==> config.mk <==
export PLATFORM = sky130hd
export DESIGN_NAME = fetch_unit
export DESIGN_NICKNAME = d
export VERILOG_FILES = /design/src/rtl/fetch_unit.sv
export SDC_FILE = /design/constraint.sdc
export NUM_CORES = 1
export LEC_CHECK = 0
export CAP_MARGIN = 25
export CORE_MARGIN = 2
export CORE_UTILIZATION = 40
export DETAILED_ROUTE_END_ITERATION = 8
export PLACE_DENSITY_LB_ADDON = 0.2
export SLEW_MARGIN = 10
export SYNTH_ARGS = -nofsm -noshare
export SYNTH_HDL_FRONTEND = slang
export SYNTH_SLANG_ARGS = --single-unit
==> constraint.sdc <==
create_clock -name clk -period 8.5 [get_ports clk]
set_input_delay 0.85 -clock clk [delete_from_list [all_inputs] [get_ports clk]]
set_output_delay 0.85 -clock clk [all_outputs]
set_load 0.01 [all_outputs]
==> src/rtl/fetch_unit.sv <==
// ---------------------------------------------------------------------------
// fetch_unit
// Instruction fetch stage wrapped around an external 32-bit PC register.
// Reads the current PC, drives the next PC, keeps at most one instruction
// memory request outstanding, and buffers returned words in a circular queue
// of QDEPTH entries for decode. A redirect flushes the queue, steers the PC,
// and causes any in-flight response to be discarded. The PC register has no
// enable, so the PC is stalled by driving o_npc = i_pc.
//
// Optional feature macro: FETCH_ALIGN_CHECK_EN
//   defined   : a misaligned PC in IDLE blocks issue and sets o_if_misalign,
//               which stays set until a redirect or reset.
//   undefined : o_if_misalign is tied low; low PC bits are ignored for issue.
//
// Parameters
//   QDEPTH        instruction queue depth (2 or 4)
// Ports
//   clk           clock, rising edge
//   clrn          asynchronous reset, active high
//   i_pc          current PC from the PC register
//   o_npc         next PC to the PC register
//   o_imem_req    memory request valid
//   o_imem_addr   memory request address (always i_pc)
//   i_imem_gnt    memory accepts the request this cycle
//   i_imem_rvalid memory read data valid
//   i_imem_rdata  instruction word
//   i_redirect    branch/jump taken (highest priority)
//   i_redirect_pc redirect target
//   o_id_valid    queue head valid
//   o_id_inst     queue head instruction
//   o_id_pc       PC of the queue head
//   i_id_ready    decode accepts the head this cycle
//   o_if_misalign misaligned PC flag
// ---------------------------------------------------------------------------
module fetch_unit #(
   parameter int QDEPTH = 2
) (
   input  logic        clk,
   input  logic        clrn,
   input  logic [31:0] i_pc,
   output logic [31:0] o_npc,
   output logic        o_imem_req,
   output logic [31:0] o_imem_addr,
   input  logic        i_imem_gnt,
   input  logic        i_imem_rvalid,
   input  logic [31:0] i_imem_rdata,
   input  logic        i_redirect,
   input  logic [31:0] i_redirect_pc,
   output logic        o_id_valid,
   output logic [31:0] o_id_inst,
   output logic [31:0] o_id_pc,
   input  logic        i_id_ready,
   output logic        o_if_misalign
);

   localparam int PW = (QDEPTH > 2) ? 2 : 1;
   localparam int CW = PW + 1;

   typedef enum logic [1:0] {
      ST_IDLE = 2'd0,
      ST_WAIT = 2'd1,
      ST_DROP = 2'd2
   } state_t;

   state_t        r_state;
   logic [CW-1:0] r_count;
   logic [PW-1:0] r_wptr;
   logic [PW-1:0] r_rptr;
   logic [31:0]   r_req_pc;
   logic [31:0]   r_q_inst [QDEPTH];
   logic [31:0]   r_q_pc   [QDEPTH];

   logic w_mis_block;
   logic w_req;
   logic w_acc;
   logic w_push;
   logic w_pop;

`ifdef FETCH_ALIGN_CHECK_EN
   logic r_misalign;
   assign w_mis_block = (i_pc[1:0] != 2'b00);
`else
   assign w_mis_block = 1'b0;
`endif

   // Issue only uses the registered occupancy: a same-cycle pop does not
   // free a slot, so every issued request already owns a queue entry.
   assign w_req  = (r_state == ST_IDLE) && (r_count < CW'(QDEPTH)) &&
                   !i_redirect && !clrn && !w_mis_block;
   assign w_acc  = w_req && i_imem_gnt;
   assign w_push = (r_state == ST_WAIT) && i_imem_rvalid && !i_redirect;
   assign w_pop  = (r_count != {CW{1'b0}}) && i_id_ready && !i_redirect;

   assign o_imem_req  = w_req;
   assign o_imem_addr = i_pc;
   assign o_npc       = i_redirect ? i_redirect_pc :
                        (w_acc ? (i_pc + 32'd4) : i_pc);
   assign o_id_valid  = (r_count != {CW{1'b0}});
   assign o_id_inst   = r_q_inst[r_rptr];
   assign o_id_pc     = r_q_pc[r_rptr];

   // Request FSM: tracks the single outstanding request and whether its
   // response must be thrown away after a redirect.
   always_ff @(posedge clk or posedge clrn) begin
      if (clrn) begin
         r_state  <= ST_IDLE;
         r_req_pc <= 32'd0;
      end else begin
         case (r_state)
            ST_IDLE: begin
               if (w_acc) begin
                  r_state  <= ST_WAIT;
                  r_req_pc <= i_pc;
               end
            end
            ST_WAIT: begin
               // A response coinciding with a redirect is consumed (and
               // discarded), so nothing is left to drop.
               if (i_imem_rvalid) begin
                  r_state <= ST_IDLE;
               end else if (i_redirect) begin
                  r_state <= ST_DROP;
               end
            end
            ST_DROP: begin
               if (i_imem_rvalid) begin
                  r_state <= ST_IDLE;
               end
            end
            default: r_state <= ST_IDLE;
         endcase
      end
   end

   // Instruction queue: circular buffer with occupancy counter, flushed by redirect.
   always_ff @(posedge clk or posedge clrn) begin
      if (clrn) begin
         r_count <= {CW{1'b0}};
         r_wptr  <= {PW{1'b0}};
         r_rptr  <= {PW{1'b0}};
         for (int i = 0; i < QDEPTH; i++) begin
            r_q_inst[i] <= 32'd0;
            r_q_pc[i]   <= 32'd0;
         end
      end else if (i_redirect) begin
         r_count <= {CW{1'b0}};
         r_wptr  <= {PW{1'b0}};
         r_rptr  <= {PW{1'b0}};
      end else begin
         if (w_push) begin
            r_q_inst[r_wptr] <= i_imem_rdata;
            r_q_pc[r_wptr]   <= r_req_pc;
            r_wptr           <= r_wptr + {{(PW-1){1'b0}}, 1'b1};
         end
         if (w_pop) begin
            r_rptr <= r_rptr + {{(PW-1){1'b0}}, 1'b1};
         end
         r_count <= r_count + {{(CW-1){1'b0}}, w_push} - {{(CW-1){1'b0}}, w_pop};
      end
   end

`ifdef FETCH_ALIGN_CHECK_EN
   // Misalignment flag: sticky until the next redirect.
   always_ff @(posedge clk or posedge clrn) begin
      if (clrn) begin
         r_misalign <= 1'b0;
      end else if (i_redirect) begin
         r_misalign <= 1'b0;
      end else if ((r_state == ST_IDLE) && w_mis_block) begin
         r_misalign <= 1'b1;
      end
   end
   assign o_if_misalign = r_misalign;
`else
   assign o_if_misalign = 1'b0;
`endif

endmodule

==> summary.md <==
| Metric | Value |
|---|---|
| Status | finished, final reports clean |
| Detailed Route Iter0 Violations | 222 |
| Min-delay src | r_q_inst[5] |
| Worst Hold Depth | 1 |
| Final Hold Vio Count | 0 |
| Tmin final | 4.87 ns |
| I/O pin cnt | 233 |
| Total power | 2.64 mW |
| RePlAce Congestion | 0.851 |
| R2R cell count | 6 |
| Worst setup path class | primary input to output pin |
| FFs w/ async S/R, synth | 100% |
| TNS Setup | 0 ns |
| Switch share | 28.1% |
| Crit path launch type | primary input |
| Synthesized area | 8190 um^2 |
| R2R Setup Slk | 5.90 ns |
| Initial antenna violation count | 0 |
| Internal power | 1.90 mW |
| Area share of the largest cell type after synthesis | 50.7% |
| Sequential power share | 40.3% |
| CTS tree | done |
| Slew headroom | 29.7% |
| RSZ-0062 raised after global routing | no |
| Type of the most critical hold path | register to register |
| Max-slew violations | 0 |
| Max VDD drop | 0.000105 V |
| Largest cells by area after synthesis | dfrtp_1 51%, mux2_2 32%, buf_4 3.0% |
| DR pass1 iterations | 4 |
| Sequential share of the synthesized area | 50.7% |
| Vias in the first global route | 6129 |
| Critical path required time | 7.65 ns |
| R2R Path End | r_q_pc[59] |
| P&R area growth vs syn | 36.2% |
| Most common cell in the netlist | mux2_2 |
| Post-Syn Nets | 744 |
| Most frequent cells after synthesis | 230 x mux2_2, 166 x dfrtp_1, 38 x nand2_1, 33 x buf_4, 28 x clkbuf_1 |
| Top FF cell, synth | dfrtp_1 |
| P_sw | 0.742 mW |
| Avg Inst Size Synth | 12.8 um^2 |
| Grt total ovfl | 0 |
| First-pass GRT wire length | 32800 um |
| Worst Max-Slew Pin Slew | 1.05 ns |
| GRT Total Usage | 19.4% |
| Die height | 147 um |
| Post-synth EDFFs | 0 |
| Worst setup path start | i_pc[2] |
| Crit share post-route | 57.3% |
| DIE AREA | 21600 um^2 |
| Logic pwr share | 30.2% |
| Final wirelength | 20600 um |
| Endpoints failing setup | 0 |
| Antenna-violating nets left | 0 |
| Top cell type by total area after synthesis | dfrtp_1 |
| Routed via count | 5724 |
| Setup Buffers After CTS | 0 |
| Clock Skews | 0.0101 ns |
| CTS resizes | 0 |
| Rows | 52 |
| Dpl hpwl | 14100 um |
| Die width | 147 um |
| Max-Cap Viols | 0 |
| Layout cell share with drive strength beyond 1 | 33.1% |
| WHS | 0.502 ns |
| Root Driver | clkbuf_16 |
| CTS Sinks | 166 |
| H-tree depth | 4 |
| Worst hold endpoint | r_q_inst[5] |
| Clock power share | 29.5% |
| Maximum clock path buffer count | 2 |
| Fmax | 205 MHz |
| Num CTS Buffers | 17 |
| Fillers | 1708 |
| Worst r2r src | r_state[0] |
| WP data arrival | 4.02 ns |
| Worst-skew pair later-pin latency | 0.43 ns |
| Starting Density | 40.6% |
| Yosys cell types | 38 |
| DR WL/cell | 18.5 um |
| Buffers on Ports | 231 |
| Worst-path clk slew | 0.07 ns |
| Seq cells post-synth | 166 |
| Syn. warnings | 0 |
| Lkg Pwr | 4.82 nW |
| CP Max Fanout | 6 |
| Core ar. | 20200 um^2 |
| Power density over cell area | 237 nW/um^2 |
| Post-layout nets | 937 |
| Remaining DRCs | 0 |
| Largest net degree at the start of global routing | 106 |
| Post-CTS Hold Buffers | 0 |
| CP Capture Type | output pin |
| Cells after synthesis | 639 |
| Via density | 5.13 |
[power groups by stage]
stage	clock [mW]	combinational (mW)	sequential [mW]
5_1_grt	0.835	0.853	1.09
6_report	0.779	0.797	1.07
3_3_place_gp	0	0.789	1.06
4_1_cts	0.804	0.806	1.07
3_5_place_dp	0	0.799	1.08
2_1_floorplan	0	0.418	1.04
[area by class of cell]
| cell class | instances | area, um^2 | share of cell area [%] |
|---|---|---|---|
| clock buffer | 17 | 425 | 3.81 |
| timing repair buffer | 237 | 2370 | 21.3 |
| inverter | 4 | 20.0 | 0.179 |
| sequential | 166 | 4160 | 37.2 |
| multi-input combinational | 406 | 3660 | 32.8 |
| clock inverter | 15 | 181 | 1.63 |
| tap | 270 | 338 | 3.03 |
| antenna | 1 | 2.50 | 0.0224 |
[layout by cell type, fill, tap and decap left out, types with 7 or more instances in the layout]
| master | n |
|---|---|
| nand2_1 | 37 |
| nor2_1 | 13 |
| dfrtp_1 | 165 |
| nand3_1 | 11 |
| nor3_1 | 7 |
| clkdlybuf4s50_1 | 230 |
| mux2_2 | 230 |
| xnor2_1 | 14 |
| clkbuf_16 | 17 |
| xor2_1 | 16 |
| o21ai_0 | 24 |
| nand4_1 | 13 |
[sequential cells by signal (all words and copies together) (netlist names)]
signal	flops
r_rptr	1
r_wptr	1
r_q_inst	64
r_req_pc	32
r_q_pc	64
r_count	2
r_state	2
[per-layer routing]
metal	track usage, %	share of wire (%)	vias up
li1	-	-	2637
met1	25.0	44	2876
met2	32.3	48	190
met3	4.63	6.0	21
met4	6.20	1.6	0
met5	0	0	-
[worst max-delay path, cell delays in order]
cell and delay (ns):
clkdlybuf4s50_1 0.63, ha_1 0.23, nand2_1 0.15, nor4_1 0.89, nand4b_4 0.18, mux2_4 0.34
a221o_1 0.26, clkdlybuf4s50_1 0.48
[worst max-delay path by stage]
stage | end | slack (ns) | cells past startpoint
global placement | o_npc[28] | 3.74 | 8
detailed placement | o_npc[28] | 3.66 | 8
global route | o_npc[28] | 3.50 | 8
CTS | o_npc[28] | 3.65 | 8
finish | o_npc[28] | 3.63 | 8
floorplan | r_count[0] | 3.16 | 1
[cells by family after synthesis]
family	Yosys count	synth area share (%)
flops	166	50.7
simple gates	112	7.15
buf+inv	67	4.69
compound gates	28	1.83
fa+ha+maj	3	0.458
xor+xnor	30	3.21
mux	232	31.9
other cells	1	0.0458
[per-stage QoR]
stage | cell area (um^2) | util [%] | instances | setup WS, ns
floorplan | 8190 | - | 639 | 3.16
global placement | 10500 | 52.2 | 1082 | 3.74
detailed placement | 10500 | 52.2 | 1082 | 3.66
CTS | 11100 | 55.2 | 1114 | 3.65
global route | 11200 | 55.3 | 1115 | 3.50
finish | 11200 | 55.3 | 1116 | 3.63
(Power assumes the default switching activity.)
